===== config.mk =====
export PLATFORM = sky130hd
export DESIGN_NAME = hex_sseg_decoder
export DESIGN_NICKNAME = d
export VERILOG_FILES = /design/src/rtl/hex_sseg_decoder.sv
export SDC_FILE = /design/constraint.sdc
export NUM_CORES = 1
export LEC_CHECK = 0
export BUFFER_PORTS_ARGS = -buffer_cell sky130_fd_sc_hd__buf_2
export CAP_MARGIN = 20
export CORE_AREA = 2 2 39 41
export CTS_CLUSTER_DIAMETER = 100
export DETAILED_ROUTE_END_ITERATION = 12
export DIE_AREA = 0 0 41 43
export PLACE_DENSITY = 0.62
export RECOVER_POWER = 100
export SLEW_MARGIN = 40
export SYNTH_ARGS = -nofsm -noshare
export SYNTH_HDL_FRONTEND = slang
export SYNTH_SLANG_ARGS = --single-unit
export TNS_END_PERCENT = 50

===== constraint.sdc =====
create_clock -name clk -period 1.36 [get_ports clk]
set_clock_uncertainty 0.2 [all_clocks]
set_input_delay 0 -clock clk [delete_from_list [all_inputs] [get_ports clk]]
set_output_delay 0 -clock clk [all_outputs]
set_load 0.03 [all_outputs]

===== src/rtl/hex_sseg_decoder.sv =====
// Registered hex-nibble to 7-segment decoder for one display digit.
// The output flop keeps segment patterns glitch-free while the scanner switches anodes.
module hex_sseg_decoder #(
    parameter bit ACTIVE_LOW = 1'b1
) (
    input  logic       clk,
    input  logic       reset,
    input  logic [3:0] x,
    input  logic       blank,
    input  logic       lamp_test,
    output logic [6:0] r
);

    localparam logic [6:0] DARK = ACTIVE_LOW ? 7'h7F : 7'h00;
    localparam logic [6:0] LIT  = ~DARK;

    logic [6:0] glyph_low;
    logic [6:0] glyph;

    // Glyphs are kept in active-low form {g..a}; an unknown x falls through to all-dark.
    always_comb begin
        glyph_low = 7'h7F;
        case (x)
            4'h0: glyph_low = 7'h40;
            4'h1: glyph_low = 7'h79;
            4'h2: glyph_low = 7'h24;
            4'h3: glyph_low = 7'h30;
            4'h4: glyph_low = 7'h19;
            4'h5: glyph_low = 7'h12;
            4'h6: glyph_low = 7'h02;
            4'h7: glyph_low = 7'h78;
            4'h8: glyph_low = 7'h00;
            4'h9: glyph_low = 7'h10;
            4'hA: glyph_low = 7'h08;
            4'hB: glyph_low = 7'h03;
            4'hC: glyph_low = 7'h46;
            4'hD: glyph_low = 7'h21;
            4'hE: glyph_low = 7'h06;
            4'hF: glyph_low = 7'h0E;
        endcase
    end

    assign glyph = ACTIVE_LOW ? glyph_low : ~glyph_low;

    always_ff @(posedge clk) begin
        if (reset) begin
            r <= DARK;
        end else if (lamp_test) begin
            r <= LIT;
        end else if (blank) begin
            r <= DARK;
        end else begin
            r <= glyph;
        end
    end

endmodule


Word level (Yosys, flattened, before mapping)
Memories as Yosys holds them, arrays and structs flattened.
Index checks and enable logic that the tools add are counted.
{ "op_classes": {"n_mux": 2} }
{ "ops": {"columns": ["op", "n"], "rows": [
  ["7-bit two-way mux", 2]
]} }
{ "word_totals": {"reg_bits": 7, "romBits": 112, "inputBits": 8, "output_inout_bits": 7, "wordCells": 4, "mem_count": 1} }
{ "mem_list": {"columns": ["name", "words", "word_bits", "rd", "rd_ports_with_merged_regs", "write_ports", "line_no", "text"], "rows": [
  ["(name not given)", 16, 7, 1, 0, 0, "23", "case (x)"]
]} }

Longest topological paths before layout
Gate-level depths: netlist of run 1.
An unclocked memory read counts as a cell.
{ "logic_depth": {"depth_word": 3, "ltp_mapped": 5, "depth_no_buf": 5} }

Least setup slack after synthesis of run 1
OpenSTA, ideal clock, no wires.
{ "synth_timing": {"path_kind": "input to register", "start": "input port x[0]", "end": "register r[1]", "setup_ns": 0.122, "arrival_ns": 0.866, "required_ns": 1.038, "slack_ns": 0.172, "stages": 5, "path_buffers": 0, "cell_sequence": "inv_1 > ha_1 > nor2_2 > a21oi_1 > a311o_1"} }
{ "synth_between": {"elab_chain_len": 3} }
{ "synth_lines": {"columns": ["item", "line_no", "text"], "rows": [
  ["start, declared", "8", "input logic [3:0] x,"],
  ["memory 16 x 7 bit", null, null],
  ["7-bit two-way mux", "50", "end else if (blank) begin"],
  ["7-bit two-way mux", "48", "end else if (lamp_test) begin"],
  ["end signal, assigned", "53", "r <= glyph;"],
  ["end, declared", "11", "output logic [6:0] r"]
]} }
No other way between the ends.
A chain may end at the register's enable or synchronous reset.

Final worst setup path of run 1
{ "layout_timing": {"start": "input port blank", "end": "register r[1]"} }
{ "layout_between": {"elab_chain_len": 2} }
{ "layout_lines": {"columns": ["item", "line_no", "text"], "rows": [
  ["start, declared", "9", "input logic blank,"],
  ["7-bit two-way mux", "50", null],
  ["7-bit two-way mux", "48", null]
]} }
No other way between the ends.

==> results of run 1 <==
cell type report:
| cell class | count | area [sq um] | area share [%] |
|---|---|---|---|
| repair buffers | 22 | 131 | 19.9 |
| multi-input cells | 41 | 330 | 50.1 |
| inverters | 3 | 11.3 | 1.71 |
| flip-flops and latches | 7 | 140 | 21.3 |
| clock buffers | 4 | 26.3 | 3.98 |
| well taps | 16 | 20.0 | 3.04 |
through the flow:
step           instance area [sq um]  util [%]  power [mW]  cells  hold WS, ps
4_1_cts                          668      48.3       0.589     93         57.3
2_1_floorplan                    505         -       0.347     54        -47.3
3_3_place_gp                     602      43.5       0.396     85          125
6_report                         659      47.6       0.577     93         61.4
3_5_place_dp                     602      43.5       0.396     85          124
5_1_grt                          659      47.6       0.624     93         74.7
Yosys cell counts:
master	number
dfxtp_1	7
a311o_1	1
a221oi_2	2
buf_4	1
nand2_1	3
o211ai_1	1
clkbuf_2	1
a31o_1	3
a31oi_2	1
mux2i_1	1
nand2b_2	1
o21ai_1	1
nor2b_4	2
ha_1	7
nor2b_1	1
a2bb2oi_1	1
nor2_1	5
a21oi_1	4
buf_6	1
a21oi_2	1
inv_1	3
nor2_2	1
nand3_1	2
nor3_1	1
o21ai_0	2
logic make-up (layout without fill, tap and decap cells):
group	count (synthesis)	after routing	share of synthesized area [%]
adder cells (fa/ha/maj)	7	7	17.3
multiplexers	1	1	1.98
AND/OR/NAND/NOR	16	16	18.6
buffers and inverters	6	29	6.93
AO/OA/AOI/OAI	17	17	27.5
flip-flops	7	7	27.7
per-layer routing:
| metal | vias to the layer above | share of wire, % |
|---|---|---|
| met5 | - | 0 |
| met1 | 174 | 47 |
| met3 | 2 | 4.9 |
| met2 | 17 | 46 |
| li1 | 240 | - |
| met4 | 0 | 1.3 |
worst max-delay path: cells and delay by family:
| family | cells | cell delay (ps) |
|---|---|---|
| buf+inv | 2 | 700 |
| compound gates | 2 | 460 |
| simple gates | 1 | 60 |
final timing paths:
| path | endpoint | slack, ps | cells past startpoint |
|---|---|---|---|
| min | r[3] | 60 | 3 |
| max | r[1] | 70 | 5 |
report_power, final:
group          internal (mW)  switching (mW)
sequential             0.223         0.00364
combinational         0.0666           0.102
clock                  0.112          0.0699
==> impl_metrics.tcl, run 1 <==
set metrics [dict create \
    use_met3_pct 1.57 \
    crit_chain "dlygate4sd3_1 -> clkbuf_2 -> a31oi_2 -> nor2_1 -> a311o_1" \
    num_vias 433 \
    num-nets-final 93 \
    netlist_area_sq_um 505 \
    cp_slowest_cell "dlygate4sd3_1" \
    die_y_um 43 \
    finalHoldViolCount 0 \
    grt-ovfl-total 0 \
    drc 0 \
    setup_violations 0 \
    first_iter_violations 4 \
    final_common_cell "clkbuf_1" \
    critical_path_class "in2reg" \
    wl_um 919 \
    synth_area_per_cell_sq_um 9.36 \
    ctsResizeCount 0 \
    slew_headroom_pct 74.1 \
    synthToLayoutAreaGrowth_pct 30.4 \
    ys_seq_elements 7 \
    antenna_cells 0 \
    clockRootBuffer "clkbuf_4" \
    p_leak_nw 0.290 \
    io_pins 15 \
    fillerInstances 138 \
    rows 14 \
    fin_tns_setup_ps 0 \
    drv_slew 0 \
    tightest_slew_ps 386 \
    hold_class "in2reg" \
    synth.top_cell.area_share_pct 27.7 \
    worst_slack_ps 72.4 \
    postCtsSetupBuffers 0 \
    place_ws_ps 57.6 \
    numCtsBuffers 3 \
    start_util_pct 36.5 \
    rsz0062_at_grt "false" \
    grt_util_met2_pct 16.9 \
    start_kind "input port" \
    grtUsageMet1_pct 16.3 \
    drive_above_1_share_pct 28.6 \
    grt_pass1_wl_um 1480 \
    postCtsHoldBufs 4 \
    htreeDepth 1 \
    arrival_ps 1220 \
    fmax_mhz 777 \
    synth_area_leaders "dfxtp_1 28%, ha_1 17%, a221oi_2 5.9%" \
    yosysTopAreaCell "dfxtp_1" \
    fin_crit_sh_pct 94.7 \
    cp-end-kind "register" \
    grt.busiest_layer "met2" \
    antenna_found_initial 0 \
    yosys_warnings 0 \
    seq_area_frac_synth_pct 27.7 \
    required_ps 1290 \
    cpPeakStageDelay_ps 540 \
    clock_tree.buffer_depth 2 \
    hpwl_um 774 \
    drt-vias-per-instance 4.66 \
    wl_per_cell_um 9.88 \
    final_cell_mix "8 x clkbuf_1, 7 x ha_1, 7 x dfxtp_1" \
    path_clk_slew_ps 50 \
    irDropWorstVdd_mv 0.220 \
    gp_congestion 0.740 \
    mappedNetlistNets 69 \
    startpoint "blank" \
    die_w_um 41 \
    ant_nets 0 \
    cp_max_fo 5 \
    power_density_nw_per_um2 875 \
    grt_pass1_vias 383 \
    largestRegisters "r (7)" \
    cts_sinks 7 \
    core_sq_um 1380 \
    status "completed" \
    port_buffers 14 \
    largest_register "r" \
    hold_start "x[3]" \
    maxCapViolCount 0 \
    first_pass_iters 4 \
    dieArea_sq_um 1760 \
    track_usage_pct 12.3 \
    grt_start_max_net_pins 18 \
    syn_inst 54 \
    synth.distinct_cells 25 \
    period_needed_ps 1290 \
    cts_tree "done" \
    largest_reg_flops 7 \
]
Note: power is estimated with default switching activity, not from simulation.
==> run 2, diff against run 1 <==
--- a/config.mk
+++ b/config.mk
@@ -5,13 +5,14 @@
 export SDC_FILE = /design/constraint.sdc
 export NUM_CORES = 1
 export LEC_CHECK = 0
+export ABC_AREA = 1
 export BUFFER_PORTS_ARGS = -buffer_cell sky130_fd_sc_hd__buf_2
 export CAP_MARGIN = 20
 export CORE_AREA = 2 2 39 41
 export CTS_CLUSTER_DIAMETER = 100
 export DETAILED_ROUTE_END_ITERATION = 12
 export DIE_AREA = 0 0 41 43
-export PLACE_DENSITY = 0.62
+export PLACE_DENSITY = 0.63
 export RECOVER_POWER = 100
 export SLEW_MARGIN = 40
 export SYNTH_ARGS = -nofsm -noshare
==> impl_metrics.tcl, run 2 <==
set metrics [dict create \
    post-synth-top-count-cell "nand2_1" \
    critical_path_class "in2reg" \
    cts_tree "done" \
    synth.distinct_cells 13 \
    netlist_area_sq_um 515 \
    power_switching_mw 0.169 \
    cp-end-kind "register" \
    drv_slew 0 \
    mappedNetlistNets 91 \
    synth-edff-count 0 \
    path_clk_slew_ps 50 \
    start_kind "input port" \
    synthFlopType "dfxtp_1" \
    yosysTopAreaCell "dfxtp_1" \
    synth.top_cell.area_share_pct 27.2 \
    num_vias 479 \
    hpwl_um 779 \
    cp_max_fo 7 \
    wl_um 955 \
    synthToLayoutAreaGrowth_pct 23.5 \
    clock_tree.buffer_depth 2 \
    port_buffers 14 \
    cts_sinks 7 \
    rows 14 \
    wl_per_cell_um 8.45 \
    num-nets-final 113 \
    wl_met1_um 430 \
    required_ps 1290 \
    synth_area_per_cell_sq_um 6.78 \
    period_needed_ps 1200 \
    synth_common_cells "33 x nand2_1, 12 x nand3_1, 8 x inv_1" \
    synth_area_leaders "dfxtp_1 27%, nand2_1 24%, ha_1 17%" \
    seq_area_frac_synth_pct 27.2 \
    irDropWorstVdd_mv 0.200 \
    fin_crit_sh_pct 88.2 \
    final_common_cell "nand2_1" \
    finalHoldViolCount 0 \
    arrival_ps 1130 \
    slew_headroom_pct 75.7 \
    wl_met2_um 468 \
    p_leak_nw 0.345 \
    die_y_um 43 \
    largestRegisters "r (7)" \
    fin_tns_setup_ps 0 \
    clockPowerShare_pct 32.0 \
    numCtsBuffers 3 \
    drive_above_1_share_pct 13.4 \
    combPwrFrac_pct 27.4 \
    start_util_pct 37.3 \
    clockRootBuffer "clkbuf_4" \
    tightest_slew_ps 366 \
    holdWs_ps 18.5 \
    largest_register "r" \
    htreeDepth 1 \
    grt_pass1_vias 417 \
    largest_reg_flops 7 \
    dr.max_layer_used "met3" \
    antenna_cells 0 \
    rsz0062_at_grt "false" \
    gp_congestion 0.833 \
    first_iter_violations 1 \
    postCtsSetupBuffers 0 \
    endpoint "r[2]" \
    first_pass_iters 2 \
    core_sq_um 1380 \
    antenna_found_initial 0 \
    ys_seq_elements 7 \
    swShare_pct 30.6 \
    yosys_warnings 0 \
    hold_class "in2reg" \
    die_w_um 41 \
    syn_inst 76 \
    dieArea_sq_um 1760 \
    pwr-share-seq_pct 40.6 \
    hold_start "x[1]" \
    startpoint "x[3]" \
    io_pins 15 \
    setup_violations 0 \
    finish.utilization_pct 46.0 \
    final_cell_mix "34 x nand2_1, 12 x nand3_1, 9 x inv_1" \
    met3WireLength_um 56 \
    power_density_nw_per_um2 866 \
    grt_pass1_wl_um 1520 \
    track_usage_pct 12.1 \
    internal_power_mw 0.383 \
    fmax_mhz 834 \
    drt-vias-per-instance 4.24 \
    grt-ovfl-total 0 \
    ant_nets 0 \
    async_flop_share_pct 0 \
    grt_start_max_net_pins 12 \
    drc 0 \
    maxCapViolCount 0 \
    status "completed" \
]
run 2: cell types whose count changed in the layout (fill, tap and decap cells not counted), sizes merged, moves of 3 or more:
cell	change
inv	+7
a31o	-3
buf	-3
a21oi	-5
nand2	+31
nor2b	-3
nor2	-6
nand3	+10
run 2: how the worst min path moves through the flow:
stage                       to  slack [ps]  cells past startpoint
after CTS                 r[6]          20                      6
after floorplan           r[5]         -50                      3
final                     r[6]          20                      6
after global routing      r[1]          50                      5
after detailed placement  r[4]          80                      3
after global placement    r[3]          80                      3
run 2: metal layers:
| metal | track usage (%) | vias up |
|---|---|---|
| li1 | - | 275 |
| met1 | 14.0 | 192 |
| met2 | 20.3 | 12 |
| met3 | 0 | 0 |
| met4 | 8.00 | 0 |
| met5 | 0 | - |
run 2: timing repair:
item / CTS / global route
hold endpoints to repair: 7 / 0
hold buffers: 4 / 0
gates resized for setup: 0 / 0
run 2: logic make-up (layout without fill, tap and decap cells):
logic type	after synthesis	after routing	share of synthesized area [%]
AO/OA/AOI/OAI	4	4	5.10
adder cells (fa/ha/maj)	7	7	17.0
buffers and inverters	12	33	13.8
flip-flops	7	7	27.2
AND/OR/NAND/NOR	46	46	36.9
run 2: cell type report:
type                       instances  area, sq um
clock buffer                       4         26.3
multi-input combinational         57          302
inverter                          11         47.5
sequential                         7          140
tap                               16         20.0
timing repair buffer              18          101
fill                             159          747
run 2: power groups by stage:
stage / clock network (mW) / registers [mW] / logic [mW]
3_5_place_dp: 0 / 0.228 / 0.153
6_report: 0.176 / 0.224 / 0.151
2_1_floorplan: 0 / 0.260 / 0.0794
4_1_cts: 0.185 / 0.224 / 0.163
3_3_place_gp: 0 / 0.227 / 0.153
5_1_grt: 0.196 / 0.226 / 0.171
run 2: through the flow:
step | instances | worst slack (ps) | area [sq um] | total power [mW]
floorplan | 76 | 426 | 515 | 0.339
global placement | 105 | 212 | 594 | 0.380
detailed placement | 105 | 208 | 594 | 0.381
CTS | 113 | 212 | 661 | 0.571
global route | 113 | 66.1 | 637 | 0.593
finish | 113 | 161 | 637 | 0.551
run 2: worst max-delay path, stage by stage:
cell and delay (ps):
dlygate4sd3_1 520, buf_2 170, inv_1 130, nand3_1 100
o211ai_1 90, nand2_1 70, nand2_1 40
==> run 3, diff against run 2 <==
--- a/config.mk
+++ b/config.mk
@@ -8,11 +8,14 @@
 export ABC_AREA = 1
 export BUFFER_PORTS_ARGS = -buffer_cell sky130_fd_sc_hd__buf_2
 export CAP_MARGIN = 20
-export CORE_AREA = 2 2 39 41
+export CELL_PAD_IN_SITES_DETAIL_PLACEMENT = 1
+export CELL_PAD_IN_SITES_GLOBAL_PLACEMENT = 1
+export CORE_ASPECT_RATIO = 0.9
+export CORE_MARGIN = 1
+export CORE_UTILIZATION = 33
 export CTS_CLUSTER_DIAMETER = 100
 export DETAILED_ROUTE_END_ITERATION = 12
-export DIE_AREA = 0 0 41 43
-export PLACE_DENSITY = 0.63
+export PLACE_DENSITY = 0.74
 export RECOVER_POWER = 100
 export SLEW_MARGIN = 40
 export SYNTH_ARGS = -nofsm -noshare
==> impl_metrics.tcl, run 3 (same netlist as run 2, synthesis figures left out) <==
set metrics [dict create \
    period_needed_ps 1180 \
    start_kind "input port" \
    core_sq_um 1450 \
    ctsResizeCount 0 \
    cts_tree "done" \
    antenna_cells 0 \
    fmax_mhz 847 \
    required_ps 1290 \
    grt_pass1_vias 426 \
    cp-end-kind "register" \
    largest_reg_flops 7 \
    io_pins 15 \
    finalHoldViolCount 0 \
    die_w_um 43.7 \
    fin_tns_setup_ps 0 \
    num-nets-final 112 \
    first_iter_violations 4 \
    hpwl_um 914 \
    port_buffers 14 \
    irDropWorstVdd_mv 0.513 \
    synthToLayoutAreaGrowth_pct 23.8 \
    cts_sinks 7 \
    power_switching_mw 0.179 \
    cpPeakStageDelay_ps 530 \
    final_common_cell "nand2_1" \
    crit_chain "dlygate4sd3_1 -> buf_2 -> nand2_1 -> nand2_1 -> nand2_1 -> nand3_1 -> nand2_1 -> nand2_1" \
    arrival_ps 1110 \
    final_cell_mix "34 x nand2_1, 12 x nand3_1, 8 x inv_1, 8 x clkbuf_1" \
    pwr-share-seq_pct 39.7 \
    fillerInstances 202 \
    power_density_nw_per_um2 885 \
    clockRootBuffer "clkbuf_4" \
    critical_path_class "in2reg" \
    path_common_cell "nand2_1" \
    cp_slowest_cell "dlygate4sd3_1" \
    first_pass_iters 7 \
    maxCapViolCount 0 \
    rows 13 \
    internal_power_mw 0.386 \
    dieArea_sq_um 1720 \
    path_clk_slew_ps 50 \
    num_vias 506 \
    start_util_pct 35.6 \
    drt-vias-per-instance 4.56 \
    setup_violations 0 \
    slew_headroom_pct 75.6 \
    grt_start_max_net_pins 12 \
    drc 1 \
    combPwrFrac_pct 28.0 \
    hold_class "in2reg" \
    status "complete, but fails checks" \
    drive_above_1_share_pct 14.6 \
    violations "design-rule violations" \
    grt-ovfl-total 0 \
    cp_max_fo 7 \
    clockPowerShare_pct 32.4 \
    die_y_um 39.5 \
    ant_nets 0 \
    largest_register "r" \
    numCtsBuffers 3 \
    wl_per_cell_um 10.3 \
    clock_tree.buffer_depth 2 \
    fin_crit_sh_pct 86.8 \
    path_buf_inv 2 \
    wl_um 1150 \
    p_total_mw 0.565 \
    postCtsSetupBuffers 0 \
    tightest_slew_ps 367 \
    critPathTopFamily "buffers and inverters" \
    p_leak_nw 0.352 \
    rsz0062_at_grt "false" \
    swShare_pct 31.6 \
    gp_congestion 0.782 \
    track_usage_pct 14.7 \
    antenna_found_initial 0 \
    grt_pass1_wl_um 1790 \
    largestRegisters "r (7)" \
    holdWs_ps 4.60 \
    drv_slew 0 \
    htreeDepth 1 \
]
-- run 3: timing repair --
action | in CTS | in global routing
setup endpoints to repair | 0 | 0
hold buffers | 3 | 0
endpoints found under the hold margin | 7 | 0
-- run 3: path summary, 6_finish.rpt --
kind | start | to | cells after the start
setup / recovery | x[3] | r[0] | 8
hold / removal | blank | r[0] | 5
-- run 3: layer usage --
metal | vias up | part of all wire, % | global-route usage [%]
met5 | - | 0 | 0
met4 | 0 | 0 | 2.34
met3 | 0 | 4.8 | 6.91
met2 | 11 | 47 | 23.9
met1 | 220 | 49 | 17.9
li1 | 275 | - | -
-- run 3: stage by stage --
| stage | setup slack, ps | cell area (sq um) | cells | util [%] |
|---|---|---|---|---|
| 6_report | 180 | 638 | 111 | 44.1 |
| 3_3_place_gp | 167 | 593 | 104 | 41.0 |
| 3_5_place_dp | 174 | 593 | 104 | 41.0 |
| 4_1_cts | 199 | 649 | 111 | 44.9 |
| 5_1_grt | 124 | 638 | 111 | 44.1 |
| 2_1_floorplan | 426 | 515 | 76 | - |
-- run 3: power groups by stage --
stage                     Combinational [mW]  Sequential [mW]  Clock [mW]
final                                  0.158            0.224       0.183
after global placement                 0.157            0.227           0
after floorplan                       0.0794            0.260           0
after CTS                              0.165            0.224       0.190
after global routing                   0.177            0.225       0.197
after detailed placement               0.158            0.228           0
-- run 3: layout make-up --
type / count / area (sq um) / area share (%)
flip-flops and latches: 7 / 140 / 22.0
multi-input cells: 57 / 302 / 47.3
well taps: 15 / 18.8 / 2.94
inverters: 11 / 60.1 / 9.41
clock buffers: 4 / 26.3 / 4.12
repair buffers: 17 / 91.3 / 14.3
